`src/rtl/switch_sync_debounce.sv`:
```
// Synchronises and debounces a bank of slide switches, producing settled levels
// plus one-cycle rise/fall strobes for the downstream pin-mux logic.
module switch_sync_debounce #(
    parameter int                WIDTH        = 16,
    parameter int                SYNC_STAGES  = 2,
    parameter int                STABLE_TICKS = 256,
    parameter logic [WIDTH-1:0]  RESET_VALUE  = '0
) (
    input  logic             clock,
    input  logic             nres,
    input  logic             sample_en,
    input  logic [WIDTH-1:0] switch_raw,
    output logic [WIDTH-1:0] switch_db,
    output logic [WIDTH-1:0] rise,
    output logic [WIDTH-1:0] fall,
    output logic             changed,
    output logic             settled
);

    localparam int             CW   = $clog2(STABLE_TICKS + 1);
    localparam logic [CW-1:0]  LAST = CW'(STABLE_TICKS - 1);

    logic [WIDTH-1:0] sync_q [SYNC_STAGES];
    logic [WIDTH-1:0] sync_out;

    logic [CW-1:0]    cnt_q [WIDTH];
    logic [CW-1:0]    cnt_d [WIDTH];
    logic [WIDTH-1:0] db_q, db_d;
    logic [WIDTH-1:0] rise_q, rise_d;
    logic [WIDTH-1:0] fall_q, fall_d;
    logic             changed_q, changed_d;
    logic             settled_q, settled_d;

    // The synchroniser runs every edge; sample_en only gates the debounce.
    always_ff @(posedge clock or negedge nres) begin
        if (!nres) begin
            for (int k = 0; k < SYNC_STAGES; k++) sync_q[k] <= RESET_VALUE;
        end else begin
            sync_q[0] <= switch_raw;
            for (int k = 1; k < SYNC_STAGES; k++) sync_q[k] <= sync_q[k-1];
        end
    end

    assign sync_out = sync_q[SYNC_STAGES-1];

    always_comb begin
        // NOTE: every comb output gets a default first so no path can infer a latch.
        db_d      = db_q;
        rise_d    = '0;
        fall_d    = '0;
        settled_d = (sync_out == db_q);
        for (int i = 0; i < WIDTH; i++) begin
            cnt_d[i] = cnt_q[i];
            if (cnt_q[i] != '0) settled_d = 1'b0;
            if (sample_en) begin
                if (sync_out[i] == db_q[i]) begin
                    cnt_d[i] = '0;
                end else if (cnt_q[i] == LAST) begin
                    db_d[i]   = sync_out[i];
                    cnt_d[i]  = '0;
                    rise_d[i] = sync_out[i];
                    fall_d[i] = ~sync_out[i];
                end else begin
                    cnt_d[i] = cnt_q[i] + CW'(1);
                end
            end
        end
        changed_d = |(rise_d | fall_d);
    end

    always_ff @(posedge clock or negedge nres) begin
        if (!nres) begin
            // NOTE: the counters are plain flops (not a RAM), so clearing them all on reset is legal.
            for (int i = 0; i < WIDTH; i++) cnt_q[i] <= '0;
            db_q      <= RESET_VALUE;
            rise_q    <= '0;
            fall_q    <= '0;
            changed_q <= 1'b0;
            settled_q <= 1'b1;
        end else begin
            // NOTE: non-blocking assignments keep every flop sampling pre-edge values.
            for (int i = 0; i < WIDTH; i++) cnt_q[i] <= cnt_d[i];
            db_q      <= db_d;
            rise_q    <= rise_d;
            fall_q    <= fall_d;
            changed_q <= changed_d;
            settled_q <= settled_d;
        end
    end

    assign switch_db = db_q;
    assign rise      = rise_q;
    assign fall      = fall_q;
    assign changed   = changed_q;
    assign settled   = settled_q;

endmodule

```
`config.mk`:
```
export PLATFORM = sky130hd
export DESIGN_NAME = switch_sync_debounce
export DESIGN_NICKNAME = d
export VERILOG_FILES = /design/src/rtl/switch_sync_debounce.sv
export SDC_FILE = /design/constraint.sdc
export NUM_CORES = 1
export LEC_CHECK = 0
export BUFFER_PORTS_ARGS = -buffer_cell sky130_fd_sc_hd__buf_2
export CAP_MARGIN = 20
export CELL_PAD_IN_SITES_DETAIL_PLACEMENT = 0
export CELL_PAD_IN_SITES_GLOBAL_PLACEMENT = 1
export CORE_MARGIN = 2
export CORE_UTILIZATION = 52
export CTS_CLUSTER_SIZE = 20
export DETAILED_ROUTE_END_ITERATION = 6
export PLACE_DENSITY = 0.88
export SKIP_LAST_GASP = 1
export SLEW_MARGIN = 20
export SYNTH_ARGS = -nofsm -noshare
export SYNTH_HDL_FRONTEND = slang
export SYNTH_SLANG_ARGS = --single-unit
```
`constraint.sdc`:
```
create_clock -name clock -period 2.7 [get_ports clock]
set_input_delay 0.405 -clock clock [delete_from_list [all_inputs] [get_ports clock]]
set_output_delay 0.405 -clock clock [all_outputs]
set_load 0.05 [all_outputs]
```
==> results.sh, run 1 <==
export IMPL_synth_top_area_share=0.517
export IMPL_drtIter0Drc=557
export IMPL_io_pins=69
export IMPL_yosysWarnings=0
export IMPL_num_nets_final=1225
export IMPL_antenna_found_initial=0
export IMPL_clock_latency_ps=530
export IMPL_cp_max_fo=5
export IMPL_slowest_delay_ps=740
export IMPL_p_leak_uw=0.00572
export IMPL_finalNonFillerCells=1459
export IMPL_min_delay_path_depth=2
export IMPL_crit_family="simple AND/OR/NAND/NOR gates"
export IMPL_power_density_nw_per_um2=597
export IMPL_fin_area_um2=12600
export IMPL_die_area_um2=22100
export IMPL_worstRegToRegCells=6
export IMPL_cts_resized=0
export IMPL_setup_viol=0
export IMPL_multi_input_area_um2=4910
export IMPL_die_h_um=149
export IMPL_via_per_inst=5.84
export IMPL_grt_pass1_wl_mm=42.7
export IMPL_gp_congestion=0.910
export IMPL_fillers=1681
export IMPL_ir_worst_vdd_v=0.000435
export IMPL_crit_path_end_kind="flop"
export IMPL_antenna_left=0
export IMPL_synth_xor_area_share=0.0386
export IMPL_layout_min_cycle_time_ps=2130
export IMPL_path_clk_slew_ps=60
export IMPL_cts_tree="yes"
export IMPL_slew_limit_headroom=0.472
export IMPL_yosysSeqAreaShare=0.520
export IMPL_wl_per_cell_um=17.6
export IMPL_clock_sinks=226
export IMPL_tns_ps=0
export IMPL_grt_max_degree=93
export IMPL_ctsLongestPathBuffers=3
export IMPL_n_antenna_cell=0
export IMPL_synthArstFlopShare=1.00
export IMPL_tightest_slew_ps=785
export IMPL_worstPathArrival_ps=2610
export IMPL_dieWidth_um=149
export IMPL_status="finished clean"
export IMPL_grt_overflow=0
export IMPL_min_path_type="in2reg"
export IMPL_clock_root_buffer="clkbuf_16"
export IMPL_critPathBufInv=0
export IMPL_cts_hold_buffers=17
export IMPL_fmax_mhz=469
export IMPL_drive_gt1_frac=0.128
export IMPL_placedInstanceArea_um2=11600
export IMPL_worst_path_stages=6
export IMPL_synth_seq_cells=226
export IMPL_period_share=0.790
export IMPL_postSynthCellCount=1066
export IMPL_hold_viol=0
export IMPL_grt_pass1_vias=8339
export IMPL_path_cells="ha_1, nand3_1, nor4_2, a22oi_1, a41oi_1, or3_1"
export IMPL_initial_core_util=0.534
export IMPL_ys_types=56
export IMPL_drcViolationCount=0
export IMPL_synth_main_ff_cell="dfrtp_1"
export IMPL_drt_total_wl_mm=25.7
export IMPL_synth_compound_area_frac=0.138
export IMPL_io_buffers=68
export IMPL_slowest_stage="nor4_2"
export IMPL_maxCapViolations=0
export IMPL_via_count=8520
export IMPL_rows=52
export IMPL_critPathKind="reg2reg"
export IMPL_htree_num_levels=1
export IMPL_dp_hpwl_mm=18.1
export IMPL_synth_most_common_cell="dfrtp_1"
export IMPL_synthesis_area_um2=10900
export IMPL_synthMuxAreaShare=0.0293
export IMPL_finalMaxSlewViolations=0
export IMPL_post_cts_setup_buffer_count=0
export IMPL_fin_skew_ps=17.3
export IMPL_first_pass_iters=5
export IMPL_placedCellCount=1400
export IMPL_syn_to_final_growth_pct=15.6
export IMPL_synth_area_leaders="dfrtp_1 (52%), o21ai_0 (5.2%), nand2_1 (3.8%), ha_1 (3.7%), and3_1 (2.9%)"
export IMPL_coreArea_um2=20400
export IMPL_yosys_area_share_simple=0.208
export IMPL_ff2ff_setup_slack_ps=570
export IMPL_synth_top_family_by_area="simple AND/OR/NAND/NOR gates"
export IMPL_syn_area_per_cell_um2=10.2
export IMPL_start_kind="flop"
export IMPL_track_usage=0.239
export IMPL_syn_nets=1117
export IMPL_worst_endpoint_required_ps=3170
export IMPL_numCtsBuffers=25
export IMPL_grt_setup_unrepaired="no"
export IMPL_synth_top_cells_by_count="dfrtp_1 (225), o21ai_0 (113), nand2_1 (110)"
export IMPL_seqCellArea_um2=5660
export IMPL_synth_edff_count=0
export IMPL_synth_top_cell_by_area="dfrtp_1"
export IMPL_synth_fa_ha_area_frac=0.0368
layout by cell type, fill, tap and decap left out, types with 32 or more instances in the layout:
cell type and n:
dfrtp_1 225, o21ai_0 113, nand2_1 110, buf_2 66, inv_1 56, and3_1 51
nand3_1 50, nor2_1 32, ha_1 32
sequential cells by signal, indices dropped and copies added, names as in the netlist:
register / count
fall: 16
sync_q: 16
switch_db: 16
sync_out: 16
changed: 1
settled: 1
cnt_q: 144
rise: 16
per-stage QoR:
| stage | hold slack [ps] | worst slack, ps | util | total power (uW) |
|---|---|---|---|---|
| 3_3_place_gp | 332 | 492 | 0.571 | 4300 |
| 4_1_cts | 221 | 594 | 0.618 | 7600 |
| 5_1_grt | 249 | 383 | 0.618 | 7830 |
| 3_5_place_dp | 335 | 603 | 0.571 | 4320 |
| 2_1_floorplan | 109 | 892 | - | 4030 |
| 6_report | 242 | 566 | 0.618 | 7520 |
per-layer routing:
layer  up-vias  share of wire  wire length (um)  GRT usage
met5         -              0                 0          0
met4         0          0.029               751     0.0733
met3        56          0.040              1040     0.0304
met2       207           0.48             12300      0.397
met1      4150           0.45             11600      0.330
li1       4107              -                 -          -
cell type report:
class	count	area share
clock buffer	35	0.0559
multi-input combinational	760	0.390
sequential	226	0.450
timing repair buffer	104	0.0549
tap	270	0.0269
clock inverter	7	0.00557
inverter	57	0.0170
path summary, 6_finish.rpt:
kind,from,endpoint
max in group asynchronous,nres,cnt_q[68]$_DFFE_PN0P_
worst min-delay path,sample_en,cnt_q[62]$_DFFE_PN0P_
min in group asynchronous,nres,fall[6]$_DFF_PN0_
worst max-delay path,cnt_q[117]$_DFFE_PN0P_,changed$_DFF_PN0_
worst max register to register,cnt_q[117]$_DFFE_PN0P_,changed$_DFF_PN0_
worst min register to register,sync_q[30]$_DFF_PN0_,sync_out[14]$_DFF_PN0_
where the power goes:
group	internal (uW)	total, uW	switching, uW
clock	1900	3240	1340
combinational	248	648	400
sequential	3500	3630	124
total	5650	7520	1860
cells by family after synthesis:
| family | count (synthesis) |
|---|---|
| AND/OR/NAND/NOR | 413 |
| AO/OA/AOI/OAI | 237 |
| flip-flops | 226 |
| buffers and inverters | 80 |
| XOR/XNOR | 48 |
| adder cells (fa/ha/maj) | 32 |
| multiplexers | 30 |
(Power assumes the default switching activity.)
==> inputs of run 2 (changes only) <==
--- a/config.mk
+++ b/config.mk
@@ -10,10 +10,10 @@
 export CELL_PAD_IN_SITES_DETAIL_PLACEMENT = 0
 export CELL_PAD_IN_SITES_GLOBAL_PLACEMENT = 1
 export CORE_MARGIN = 2
-export CORE_UTILIZATION = 52
+export CORE_UTILIZATION = 44
 export CTS_CLUSTER_SIZE = 20
 export DETAILED_ROUTE_END_ITERATION = 6
-export PLACE_DENSITY = 0.88
+export PLACE_DENSITY = 0.8
 export SKIP_LAST_GASP = 1
 export SLEW_MARGIN = 20
 export SYNTH_ARGS = -nofsm -noshare
==> constraint.sdc (replaced) <==
create_clock -name clock -period 1.9 [get_ports clock]
set_input_delay 0.285 -clock clock [delete_from_list [all_inputs] [get_ports clock]]
set_output_delay 0.285 -clock clock [all_outputs]
set_load 0.05 [all_outputs]
==> run 2 against run 1 <==
Net effect: die area up 18%; largest cell class unchanged; clock-buffer cell count up 3; utilization down 6.2 points; via count up 2.9%; clock skew down 9.4 ps; wire length up 6.0%; sequential power up 41%; sequential share of layout area down 3.1 points; fmax up 15%; worst setup slack worse by 520 ps.
==> results.sh, run 2 (synthesized netlist as in run 1, its figures left out) <==
export IMPL_worst_endpoint_required_ps=2300
export IMPL_die_h_um=161
export IMPL_path_clk_slew_ps=60
export IMPL_setup_ws_ps=49.4
export IMPL_via_count=8763
export IMPL_critPathKind="reg2reg"
export IMPL_tightest_slew_ps=593
export IMPL_grt_pass1_vias=8455
export IMPL_io_pins=69
export IMPL_grt_setup_unrepaired="yes"
export IMPL_slew_limit_headroom=0.603
export IMPL_initial_core_util=0.447
export IMPL_track_usage=0.211
export IMPL_min_path_type="in2reg"
export IMPL_layout_common_cells="dfrtp_1 (225), o21ai_0 (113), nand2_1 (110)"
export IMPL_worstPathArrival_ps=2260
export IMPL_layout_min_cycle_time_ps=1850
export IMPL_clock_sinks=226
export IMPL_drt_total_wl_mm=27.3
export IMPL_first_pass_iters=6
export IMPL_dieWidth_um=161
export IMPL_power_density_nw_per_um2=855
export IMPL_hold_viol=0
export IMPL_gp_congestion=0.855
export IMPL_slowest_delay_ps=380
export IMPL_critPathBufInv=0
export IMPL_cts_tree="yes"
export IMPL_drcViolationCount=0
export IMPL_rows=57
export IMPL_worst_path_stages=6
export IMPL_coreArea_um2=24300
export IMPL_maxCapViolations=0
export IMPL_die_area_um2=26000
export IMPL_io_buffers=68
export IMPL_start_kind="flop"
export IMPL_crit_family="simple AND/OR/NAND/NOR gates"
export IMPL_grt_overflow=0
export IMPL_layout_commonest_cell="dfrtp_1"
export IMPL_htree_num_levels=1
export IMPL_antenna_left=0
export IMPL_period_share=0.974
export IMPL_slowest_stage="dfrtp_1"
export IMPL_dp_worst_setup_slack_ps=-43.6
export IMPL_syn_to_final_growth_pct=24.2
export IMPL_clock_root_buffer="clkbuf_16"
export IMPL_antenna_found_initial=0
export IMPL_drive_gt1_frac=0.197
export IMPL_ctsLongestPathBuffers=3
export IMPL_setup_viol=0
export IMPL_finalMaxSlewViolations=0
export IMPL_wl_per_cell_um=17.1
export IMPL_path_cells="ha_1, nand4_1, nor2_1, a21oi_1, a41oi_2, or3_1"
export IMPL_cp_max_fo=4
export IMPL_crit_path_end_kind="flop"
export IMPL_num_nets_final=1304
export IMPL_ir_worst_vdd_v=0.000651
export IMPL_grt_pass1_wl_mm=44.3
export IMPL_worstRegToRegCells=6
export IMPL_p_leak_uw=0.00621
export IMPL_largest_reg_flops=144
export IMPL_regMostFlops="cnt_q"
export IMPL_drtIter0Drc=799
export IMPL_fillers=2130
export IMPL_dp_hpwl_mm=19.6
export IMPL_ff2ff_setup_slack_ps=50
export IMPL_fmax_mhz=540
export IMPL_fin_skew_ps=7.89
export IMPL_grt_max_degree=76
export IMPL_status="finished clean"
export IMPL_via_per_inst=5.49
export IMPL_min_delay_path_depth=3
export IMPL_tns_ps=0
export IMPL_n_antenna_cell=0
export IMPL_numCtsBuffers=26
export IMPL_clock_latency_ps=530
## run 2: cell types whose count changed in the layout (fill, tap and decap cells not counted), moves of 3 or more
cell,change
nor3_2,+4
nor3_1,-4
nor4b_1,-3
buf_4,+76
bufinv_16,+3
## run 2: worst reg2reg max path, cell delays in order (launching register included)
cell and delay (ps):
dfrtp_1 380, ha_1 230, nand4_1 140, nor2_1 80, a21oi_1 330, a41oi_2 170, or3_1 380
## run 2: layout make-up
class	count	area, um2	share of cell area
inverters	57	214	0.0158
clock buffers	38	777	0.0575
flip-flops and latches	226	5660	0.419
multi-input cells	760	5010	0.371
clock inverters	9	148	0.0109
well taps	324	405	0.0300
repair buffers	182	1300	0.0963
## run 2: layer usage
metal	routed length, um	part of all wire	GRT usage
met5	0	0	0
met4	597	0.022	0.0609
met3	1180	0.043	0.0306
met2	12700	0.47	0.336
met1	12800	0.47	0.301
## run 2: report_power, final
part	switching (uW)	internal [uW]
combinational	626	457
sequential	155	4980
clock	1970	3360
## run 2: final timing paths
kind | endpoint | startpoint
worst min-delay path | cnt_q[123]$_DFFE_PN0P_ | sample_en
worst max-delay path | changed$_DFF_PN0_ | cnt_q[108]$_DFFE_PN0P_
worst min register to register | sync_out[12]$_DFF_PN0_ | sync_q[28]$_DFF_PN0_
worst max register to register | changed$_DFF_PN0_ | cnt_q[108]$_DFFE_PN0P_
min in group asynchronous | cnt_q[93]$_DFFE_PN0P_ | nres
max in group asynchronous | cnt_q[27]$_DFFE_PN0P_ | nres
## run 2: stage by stage
step	instances	utilization	power [uW]	hold slack, ps	instance area (um2)
2_1_floorplan	1066	-	5730	-10.6	10900
3_3_place_gp	1524	0.504	6220	190	12300
3_5_place_dp	1524	0.504	6250	189	12300
4_1_cts	1588	0.550	11600	182	13400
5_1_grt	1596	0.556	12000	204	13500
6_report	1596	0.556	11500	199	13500
## run 2: repair_timing
| action | CTS | global route |
|---|---|---|
| endpoints found under the setup margin | 2 | 22 |
| pin swaps | 0 | 5 |
| gates cloned | 0 | 0 |
| resized for setup | 2 | 15 |
| setup buffers | 0 | 8 |
| hold buffers | 17 | 0 |
| hold endpoints to repair | 113 | 0 |
==> inputs of run 3 (changes only) <==
--- a/config.mk
+++ b/config.mk
@@ -13,6 +13,7 @@
 export CORE_UTILIZATION = 44
 export CTS_CLUSTER_SIZE = 20
 export DETAILED_ROUTE_END_ITERATION = 6
+export GPL_TIMING_DRIVEN = 0
 export PLACE_DENSITY = 0.8
 export SKIP_LAST_GASP = 1
 export SLEW_MARGIN = 20
==> run 3 against run 2 <==
Net effect: the flow now finishes with violations (negative setup slack); final cell count is 4.1% lower; worst setup slack worse by 110 ps; largest cell class unchanged; sequential share of layout area is 1.3 points higher; highest routed layer unchanged; combinational power is 6% lower; global-route usage is 2.0 points higher; clock-buffer cell count is 2 higher; fmax is 5.5% lower; die area stayed put; first-iteration DRC count is 13% lower; final area is 3.0% lower; sequential cell count stayed put.
==> results.sh, run 3 (synthesized netlist as in run 1, its figures left out) <==
export IMPL_initial_core_util=0.447
export IMPL_wl_per_cell_um=19.6
export IMPL_start_kind="flop"
export IMPL_ctsLongestPathBuffers=3
export IMPL_fin_skew_ps=24.9
export IMPL_drtIter0Drc=698
export IMPL_cp_max_fo=7
export IMPL_num_nets_final=1237
export IMPL_regMostFlops="cnt_q"
export IMPL_tightest_slew_ps=925
export IMPL_dp_hpwl_mm=20.6
export IMPL_syn_to_final_growth_pct=20.5
export IMPL_n_antenna_cell=0
export IMPL_grt_pass1_wl_mm=46.7
export IMPL_crit_path_end_kind="flop"
export IMPL_setup_viol=1
export IMPL_fillers=2168
export IMPL_grt_pass1_vias=8331
export IMPL_drt_total_wl_mm=29.9
export IMPL_drcViolationCount=0
export IMPL_power_frac_comb=0.089
export IMPL_numCtsBuffers=26
export IMPL_gp_congestion=0.929
export IMPL_drive_gt1_frac=0.157
export IMPL_dp_worst_setup_slack_ps=-732
export IMPL_fmax_mhz=510
export IMPL_hold_viol=0
export IMPL_path_clk_slew_ps=70
export IMPL_finalMaxSlewViolations=0
export IMPL_seqCellArea_um2=5660
export IMPL_track_usage=0.230
export IMPL_multi_input_area_um2=5190
export IMPL_slew_limit_headroom=0.383
export IMPL_worstPathArrival_ps=2360
export IMPL_clock_root_buffer="clkbuf_16"
export IMPL_die_area_um2=26000
export IMPL_switching_share=0.248
export IMPL_dieWidth_um=161
export IMPL_p_sw_uw=2840
export IMPL_power_density_nw_per_um2=873
export IMPL_largest_reg_flops=144
export IMPL_worst_endpoint_required_ps=2300
export IMPL_grt_setup_unrepaired="yes"
export IMPL_grt_max_degree=96
export IMPL_grt_overflow=0
export IMPL_critPathKind="reg2reg"
export IMPL_clock_sinks=226
export IMPL_status="finished, violations left"
export IMPL_maxCapViolations=0
export IMPL_period_share=1.03
export IMPL_io_buffers=67
export IMPL_antenna_left=0
export IMPL_via_count=8760
export IMPL_min_path_type="in2reg"
export IMPL_setup_ws_ps=-59.0
export IMPL_htree_num_levels=1
export IMPL_antenna_found_initial=0
export IMPL_coreArea_um2=24300
export IMPL_via_per_inst=5.73
export IMPL_p_clk_frac=0.459
export IMPL_seqPwrFrac=0.452
export IMPL_p_leak_uw=0.00589
export IMPL_clock_latency_ps=550
export IMPL_layout_min_cycle_time_ps=1960
export IMPL_rows=57
export IMPL_placedCellCount=1459
export IMPL_finalNonFillerCells=1530
export IMPL_first_pass_iters=6
export IMPL_layout_common_cells="dfrtp_1 (225), o21ai_0 (113), nand2_1 (110)"
export IMPL_ir_worst_vdd_v=0.000653
export IMPL_violations="negative setup slack"
export IMPL_cts_tree="yes"
export IMPL_layout_commonest_cell="dfrtp_1"
export IMPL_die_h_um=161
export IMPL_intPower_uw=8600
export IMPL_io_pins=69
-- run 3: worst max-delay path, stage by stage (launching register included) --
cell     delay, ps
dfrtp_1        480
xnor2_4        360
nor3_1         110
a21oi_1        280
a41oi_1        160
or3_1          450
-- run 3: path summary, 6_finish.rpt --
path / from / end / slack [ps] / depth (start not counted)
max: switch_db[5]$_DFFE_PN0P_ / changed$_DFF_PN0_ / -60 / 5
max reg2reg: switch_db[5]$_DFFE_PN0P_ / changed$_DFF_PN0_ / -60 / 5
max in group asynchronous: nres / cnt_q[68]$_DFFE_PN0P_ / 770 / 3
min in group asynchronous: nres / sync_q[21]$_DFF_PN0_ / 280 / 2
min: sample_en / cnt_q[7]$_DFFE_PN0P_ / 230 / 3
min reg2reg: sync_q[17]$_DFF_PN0_ / sync_out[1]$_DFF_PN0_ / 340 / 0
-- run 3: repair_timing --
action | in CTS | in global routing
buffers inserted | 2 | 4
hold buffers | 17 | 0
pin swaps | 0 | 8
setup endpoints to repair | 53 | 47
gates resized for setup | 18 | 32
endpoints found under the hold margin | 69 | 0
-- run 3: area by class of cell --
type	instances	share of cell area
Clock inverter	8	0.00992
Inverter	57	0.0163
Buffer	23	0.00859
Multi-Input combinational cell	760	0.396
Sequential cell	226	0.431
Tap cell	324	0.0309
Clock buffer	40	0.0597
Timing Repair Buffer	92	0.0470
-- run 3: routing by layer --
metal,track usage,vias up,routed length (um)
met2,0.371,254,14000
met1,0.321,4309,13400
met3,0.0375,54,1680
li1,-,4143,-
met5,0,-,0
met4,0.0726,0,798
-- run 3: metrics by stage --
stage | setup TNS, ps | cell area, um2 | power (uW) | utilization | hold slack (ps)
after floorplan | 0 | 10900 | 5730 | - | -10.6
after global placement | -843400 | 11600 | 6150 | 0.478 | 332
after detailed placement | -56010 | 11700 | 6190 | 0.481 | 244
after CTS | -170 | 12900 | 11500 | 0.530 | 242
after global routing | -154 | 13100 | 11900 | 0.539 | 244
final | -59.0 | 13100 | 11400 | 0.539 | 229
-- run 3: power groups by stage --
stage          clock, uW  sequential, uW  combinational, uW
4_1_cts             5380            5150               1000
6_report            5250            5170               1020
3_3_place_gp           0            5240                914
2_1_floorplan          0            5190                542
5_1_grt             5560            5190               1140
3_5_place_dp           0            5240                951
